`src/rtl/reg_if_mem_bridge.sv`:
```
// reg_if_mem_bridge: turns single-outstanding register read/write requests into
// timed accesses to a synchronous sim RAM, with programmable extra latency.
// Optional feature macro: REG_MEM_RAND_STALL_EN (LFSR-driven random counter stalls).
//
// state    | meaning
// ---------+-----------------------------------------------------------
// IDLE     | waiting for an armed request; write wins over read
// WR_CNT   | write latency countdown
// WR_ISS   | wen pulse to RAM, reg_wr_ack in the same cycle
// RD_CNT   | read latency countdown
// RD_ISS   | ren pulse to RAM with latched address
// RD_CAP   | RAM rdata valid, registered into reg_rd_data
// RD_ACK   | reg_rd_ack pulse with registered data
module reg_if_mem_bridge #(
  parameter int          ADDR_WIDTH = 32,
  parameter int          DATA_WIDTH = 128,
  parameter int          STRB_WIDTH = DATA_WIDTH / 8,
  parameter int          RD_LAT     = 2,
  parameter int          WR_LAT     = 1,
  parameter logic [15:0] LFSR_SEED  = 16'hACE1
) (
  input  logic                  clk,
  input  logic                  rst,
  input  logic                  reg_wr_en,
  input  logic [ADDR_WIDTH-1:0] reg_wr_addr,
  input  logic [DATA_WIDTH-1:0] reg_wr_data,
  input  logic [STRB_WIDTH-1:0] reg_wr_strb,
  output logic                  reg_wr_wait,
  output logic                  reg_wr_ack,
  input  logic                  reg_rd_en,
  input  logic [ADDR_WIDTH-1:0] reg_rd_addr,
  output logic [DATA_WIDTH-1:0] reg_rd_data,
  output logic                  reg_rd_wait,
  output logic                  reg_rd_ack,
  output logic                  ren,
  output logic [ADDR_WIDTH-1:0] raddr,
  input  logic [DATA_WIDTH-1:0] rdata,
  output logic                  wen,
  output logic [ADDR_WIDTH-1:0] waddr,
  output logic [DATA_WIDTH-1:0] wdata,
  output logic [STRB_WIDTH-1:0] wstrb
);

  localparam int CNT_W = 8;

  localparam logic [2:0] S_IDLE   = 3'd0;
  localparam logic [2:0] S_WR_CNT = 3'd1;
  localparam logic [2:0] S_WR_ISS = 3'd2;
  localparam logic [2:0] S_RD_CNT = 3'd3;
  localparam logic [2:0] S_RD_ISS = 3'd4;
  localparam logic [2:0] S_RD_CAP = 3'd5;
  localparam logic [2:0] S_RD_ACK = 3'd6;

  localparam logic [CNT_W-1:0] WR_LOAD = (WR_LAT == 0) ? '0 : CNT_W'(WR_LAT - 1);
  localparam logic [CNT_W-1:0] RD_LOAD = (RD_LAT == 0) ? '0 : CNT_W'(RD_LAT - 1);

  logic [2:0]            state;
  logic [CNT_W-1:0]      cnt;
  logic                  wr_arm;
  logic                  rd_arm;
  logic [ADDR_WIDTH-1:0] addr_q;
  logic [DATA_WIDTH-1:0] data_q;
  logic [STRB_WIDTH-1:0] strb_q;
  logic [DATA_WIDTH-1:0] rd_data_q;
  logic                  wr_go;
  logic                  rd_go;
  logic                  wr_cap;
  logic                  rd_cap;
  logic                  cnt_tick;
  logic                  wr_skip;
  logic                  rd_skip;

`ifdef REG_MEM_RAND_STALL_EN
  logic [15:0] lfsr;

  // Galois LFSR x^16+x^14+x^13+x^11+1, stepping every cycle
  always_ff @(posedge clk) begin
    if (rst) lfsr <= LFSR_SEED;
    else     lfsr <= {1'b0, lfsr[15:1]} ^ (lfsr[0] ? 16'hB400 : 16'h0000);
  end

  // zero latency still spends at least one stall-able count cycle
  assign cnt_tick = ~lfsr[0];
  assign wr_skip  = 1'b0;
  assign rd_skip  = 1'b0;
`else
  assign cnt_tick = 1'b1;
  assign wr_skip  = (WR_LAT == 0);
  assign rd_skip  = (RD_LAT == 0);
`endif

  assign wr_go  = reg_wr_en & wr_arm;
  assign rd_go  = reg_rd_en & rd_arm & ~wr_go;
  assign wr_cap = (state == S_IDLE) & wr_go;
  assign rd_cap = (state == S_IDLE) & rd_go;

  // main sequencing FSM with latency down-counter
  always_ff @(posedge clk) begin
    if (rst) begin
      state <= S_IDLE;
      cnt   <= '0;
    end else begin
      case (state)
        S_IDLE: begin
          if (wr_go) begin
            cnt   <= WR_LOAD;
            state <= wr_skip ? S_WR_ISS : S_WR_CNT;
          end else if (rd_go) begin
            cnt   <= RD_LOAD;
            state <= rd_skip ? S_RD_ISS : S_RD_CNT;
          end
        end
        S_WR_CNT: begin
          if (cnt_tick) begin
            if (cnt == '0) state <= S_WR_ISS;
            else           cnt   <= cnt - CNT_W'(1);
          end
        end
        S_WR_ISS: state <= S_IDLE;
        S_RD_CNT: begin
          if (cnt_tick) begin
            if (cnt == '0) state <= S_RD_ISS;
            else           cnt   <= cnt - CNT_W'(1);
          end
        end
        S_RD_ISS: state <= S_RD_CAP;
        S_RD_CAP: state <= S_RD_ACK;
        S_RD_ACK: state <= S_IDLE;
        default:  state <= S_IDLE;
      endcase
    end
  end

  // arm flags: cleared on capture, re-armed once the master drops its enable
  always_ff @(posedge clk) begin
    if (rst) begin
      wr_arm <= 1'b1;
      rd_arm <= 1'b1;
    end else begin
      if (wr_cap)          wr_arm <= 1'b0;
      else if (!reg_wr_en) wr_arm <= 1'b1;
      if (rd_cap)          rd_arm <= 1'b0;
      else if (!reg_rd_en) rd_arm <= 1'b1;
    end
  end

  // request fields latched at capture; one shared address register serves both channels
  always_ff @(posedge clk) begin
    if (rst) begin
      addr_q <= '0;
      data_q <= '0;
      strb_q <= '0;
    end else if (wr_cap) begin
      addr_q <= reg_wr_addr;
      data_q <= reg_wr_data;
      strb_q <= reg_wr_strb;
    end else if (rd_cap) begin
      addr_q <= reg_rd_addr;
    end
  end

  // RAM read data captured one cycle after ren, held until the next read
  always_ff @(posedge clk) begin
    if (rst)                    rd_data_q <= '0;
    else if (state == S_RD_CAP) rd_data_q <= rdata;
  end

  assign wen         = (state == S_WR_ISS);
  assign reg_wr_ack  = (state == S_WR_ISS);
  assign ren         = (state == S_RD_ISS);
  assign reg_rd_ack  = (state == S_RD_ACK);
  assign waddr       = addr_q;
  assign wdata       = data_q;
  assign wstrb       = strb_q;
  assign raddr       = addr_q;
  assign reg_rd_data = rd_data_q;
  assign reg_wr_wait = reg_wr_en & ~reg_wr_ack;
  assign reg_rd_wait = reg_rd_en & ~reg_rd_ack;

endmodule

```
`config.mk`:
```
export PLATFORM = sky130hd
export DESIGN_NAME = reg_if_mem_bridge
export DESIGN_NICKNAME = d
export VERILOG_FILES = /design/src/rtl/reg_if_mem_bridge.sv
export SDC_FILE = /design/constraint.sdc
export NUM_CORES = 1
export LEC_CHECK = 0
export CELL_PAD_IN_SITES_DETAIL_PLACEMENT = 1
export CELL_PAD_IN_SITES_GLOBAL_PLACEMENT = 1
export CORE_AREA = 10 10 255 257
export DETAILED_ROUTE_END_ITERATION = 7
export DIE_AREA = 0 0 265 267
export GPL_TIMING_DRIVEN = 0
export PLACE_DENSITY_LB_ADDON = 0.1
export SETUP_SLACK_MARGIN = 0.5
export SYNTH_ARGS = -nofsm -noshare
export SYNTH_HDL_FRONTEND = slang
export SYNTH_SLANG_ARGS = --single-unit
```
`constraint.sdc`:
```
create_clock -name clk -period 2 [get_ports clk]
set_input_delay 0.4 -clock clk [delete_from_list [all_inputs] [get_ports clk]]
set_output_delay 0.4 -clock clk [all_outputs]
set_load 0.01 [all_outputs]
```
==> summary.txt <==
DRT iter0 DRCs = 441
Clock Skews = 0.0206 ns
Static leakage = 8.25 nW
Vias in the first global route = 13640
Number of CTS-inserted buffers = 42
Max Slew Vio Count = 0
Design Area, Final = 21500 sq um
Crit path cell chain = inv_6 > nor3_4 > buf_4 > nor2b_1 > buf_2
CP max stage cell = dfxtp_4
WL/cell = 22.8 um
First-pass GRT wire length = 96900 um
Max Clock Freq = 0.527 GHz
Vias = 12887
Post-DP HPWL = 55100 um
Simple-gate share of the synthesized area = 20.9%
Io pins = 682
Synth cell types = 37
Post-DR vias/cell = 4.23
Buffer depth of the longest clock path = 3
Max VDD drop = 0.652 mV
Root buf cell = clkbuf_16
RSZ-0062 raised after global routing = true
WS Path Type = reg2out
Antenna violation net count after detailed routing = 0
Clock-pin slew of the registers on the worst-case setup and hold paths = 0.05 ns
DRC errors left = 0
Grt ovf = 0
CTS tree = yes
Core Area = 59900 sq um
Crit path required time = 1.60 ns
GR Util met2 = 32.6%
Critical Path Sink Type = output port
Largest family of logic cells by synthesized area = simple AND/OR/NAND/NOR gates
Initial Util = 19.2%
FP Rows = 90
PortBufs = 680
Slowest cell delay on critical path = 0.38 ns
Post-Syn Nets = 1791
WP buf/inv = 3
GRT Total Usage = 18.5%
Grt met1 use = 19.3%
Die width = 265 um
Synth Area in Compound Gates = 16.6%
Die height = 267 um
Seq/Total Area, Yosys = 55.2%
Layout area overhead = 86.9%
CTS Sinks = 317
Gr busiest metal = met2
Slew margin rel. = 46.0%
Startpoint Class = flip-flop
Nets = 2559
Synthesized instance count = 1449
CTS H-tree depth = 2
Total wire length = 69400 um
Synth Area in XOR/XNOR = 0%
Synth Cell Area = 11500 sq um
Syn. warnings = 0
Final worst path period need = 1.90 ns
Worst-skew pair later-pin latency = 0.56 ns
Status = completed
Mux contribution to synthesized area = 0.174%
Share of cells above drive strength 1 = 19.1%
Max FO, Critical Path = 4
Hold Crit Class = in2reg
Placed Area = 19300 sq um
WP data arrival = 1.50 ns
Main synth FF type = dfxtp_1
Pwr/cell area = 1110 nW/um^2
GR Util met3 = 9.02%
Setup TNS = 0 ns
Final Hold Fails = 0
Mean Syn Cell Area = 7.94 sq um
Die area = 70800 sq um
Initial antenna violation count = 24
Maxcap violations = 0
Yosys reg bits = 317
Post-synth EDFFs = 0
Setup-failing EPs final = 0
Critical path's top delay family = flip-flops
Largest net degree at the start of global routing = 11
Placer Congestion = 0.821
Slew @ Worst Pin = 0.810 ns
Asr flop ratio synth = 0%
Post-synthesis adder-cell area fraction = 0.218%
Pre-Repair DR Iteration Count = 4
Tcrit/Tclk final = 94.9%
power by group:
part | internal (mW) | switching (mW)
logic | 4.42 | 4.28
registers | 7.27 | 0.603
clock network | 4.37 | 2.89
final timing paths:
kind / from / end / slack (ns) / cells after the start
worst max-delay path: state[1] / reg_wr_wait / 0.10 / 5
worst min-delay path: rdata[72] / reg_rd_data[72] / 0.39 / 3
worst max register to register: state[0] / wdata[79] / 0.13 / 10
worst min register to register: reg_rd_data[26] / reg_rd_data[26] / 0.45 / 2
layer usage:
| layer | wire length [um] | vias up | share of wire [%] |
|---|---|---|---|
| met5 | 190 | - | 0.27 |
| met4 | 1430 | 28 | 2.1 |
| met3 | 7280 | 95 | 10 |
| met2 | 34500 | 424 | 50 |
| met1 | 26000 | 6062 | 37 |
| li1 | - | 6278 | - |
logic make-up after synthesis:
group | Yosys count
adders and majority gates | 2
AOI/OAI and AO/OA | 362
and+or+nand+nor | 621
buffers and inverters | 145
DFF | 317
muxes | 2
worst min-delay path, cell delays in order:
cell and delay (ns):
clkdlybuf4s50_1 0.39, nand2_1 0.06, a21oi_1 0.05
flip-flops by register name (all words and copies together) (netlist names):
name and count:
cnt 8, raddr 32, rd_arm 1, reg_rd_data 128, state 3, wdata 128
wr_arm 1, wstrb 16
repair_timing:
action	4_1_cts	5_1_grt
resized for setup	184	539
cloned	5	8
setup endpoints to repair	657	638
setup buffers	14	17
hold buffers	0	0
pin swaps	12	62
cells in the mapped netlist, types with 2 or more instances:
cell,n,area (sq um)
o21ai_0,12,60.1
buf_1,2,7.51
ha_1,2,25.0
nand2b_1,3,18.8
nor2_4,2,22.5
o2111ai_1,3,26.3
buf_4,35,263
nor2b_1,2,12.5
nor2_1,4,15.0
clkbuf_1,75,282
a2111o_1,3,33.8
o21ai_1,25,125
or3_1,2,12.5
dfxtp_1,317,6350
buf_6,14,158
nand3_1,7,35.0
and3_1,2,12.5
buf_2,13,65.1
o22ai_1,32,200
mux2i_1,2,20.0
inv_1,6,22.5
nand2_1,592,2220
nor3_1,2,10.0
a21oi_1,279,1400
placed cells by master (no fill, tap or decap), drive strengths merged, types with 2 or more instances in the layout:
| cell | count |
|---|---|
| or3 | 2 |
| clkinv | 2 |
| dfxtp | 317 |
| ha | 2 |
| mux2i | 2 |
| clkbuf | 175 |
| nand2b | 3 |
| o22ai | 32 |
| a2111o | 3 |
| nand3 | 7 |
| clkdlybuf4s50 | 500 |
| and3 | 2 |
| inv | 7 |
| a21oi | 279 |
| nand2 | 592 |
| nor2b | 2 |
| buf | 203 |
| nor2 | 6 |
| nor3 | 3 |
| diode | 15 |
| dlygate4sd2 | 54 |
| o21ai | 37 |
| o2111ai | 3 |
metrics by stage:
stage / instances / setup slack, ns / hold WS, ns / utilization, % / power [mW]
after global routing: 3033 / 0.0401 / 0.368 / 35.8 / 25.2
after CTS: 3003 / 0.0272 / 0.343 / 35.1 / 23.3
after global placement: 2911 / -0.934 / 0.442 / 32.2 / 15.2
after floorplan: 1449 / 0.490 / 0.444 / - / 11.1
final: 3043 / 0.102 / 0.389 / 35.9 / 23.8
after detailed placement: 2911 / -0.951 / 0.446 / 32.2 / 15.3
area by class of cell:
cell class	count	area (sq um)
inverters	6	27.5
plain buffers	139	992
clock buffers	69	1250
clock inverters	4	48.8
well taps	782	978
multi-input cells	987	4830
fillers	7000	38400
diodes	15	37.5
repair buffers	724	6900
flip-flops and latches	317	6410
No activity file was read; power rests on OpenSTA's default activity.
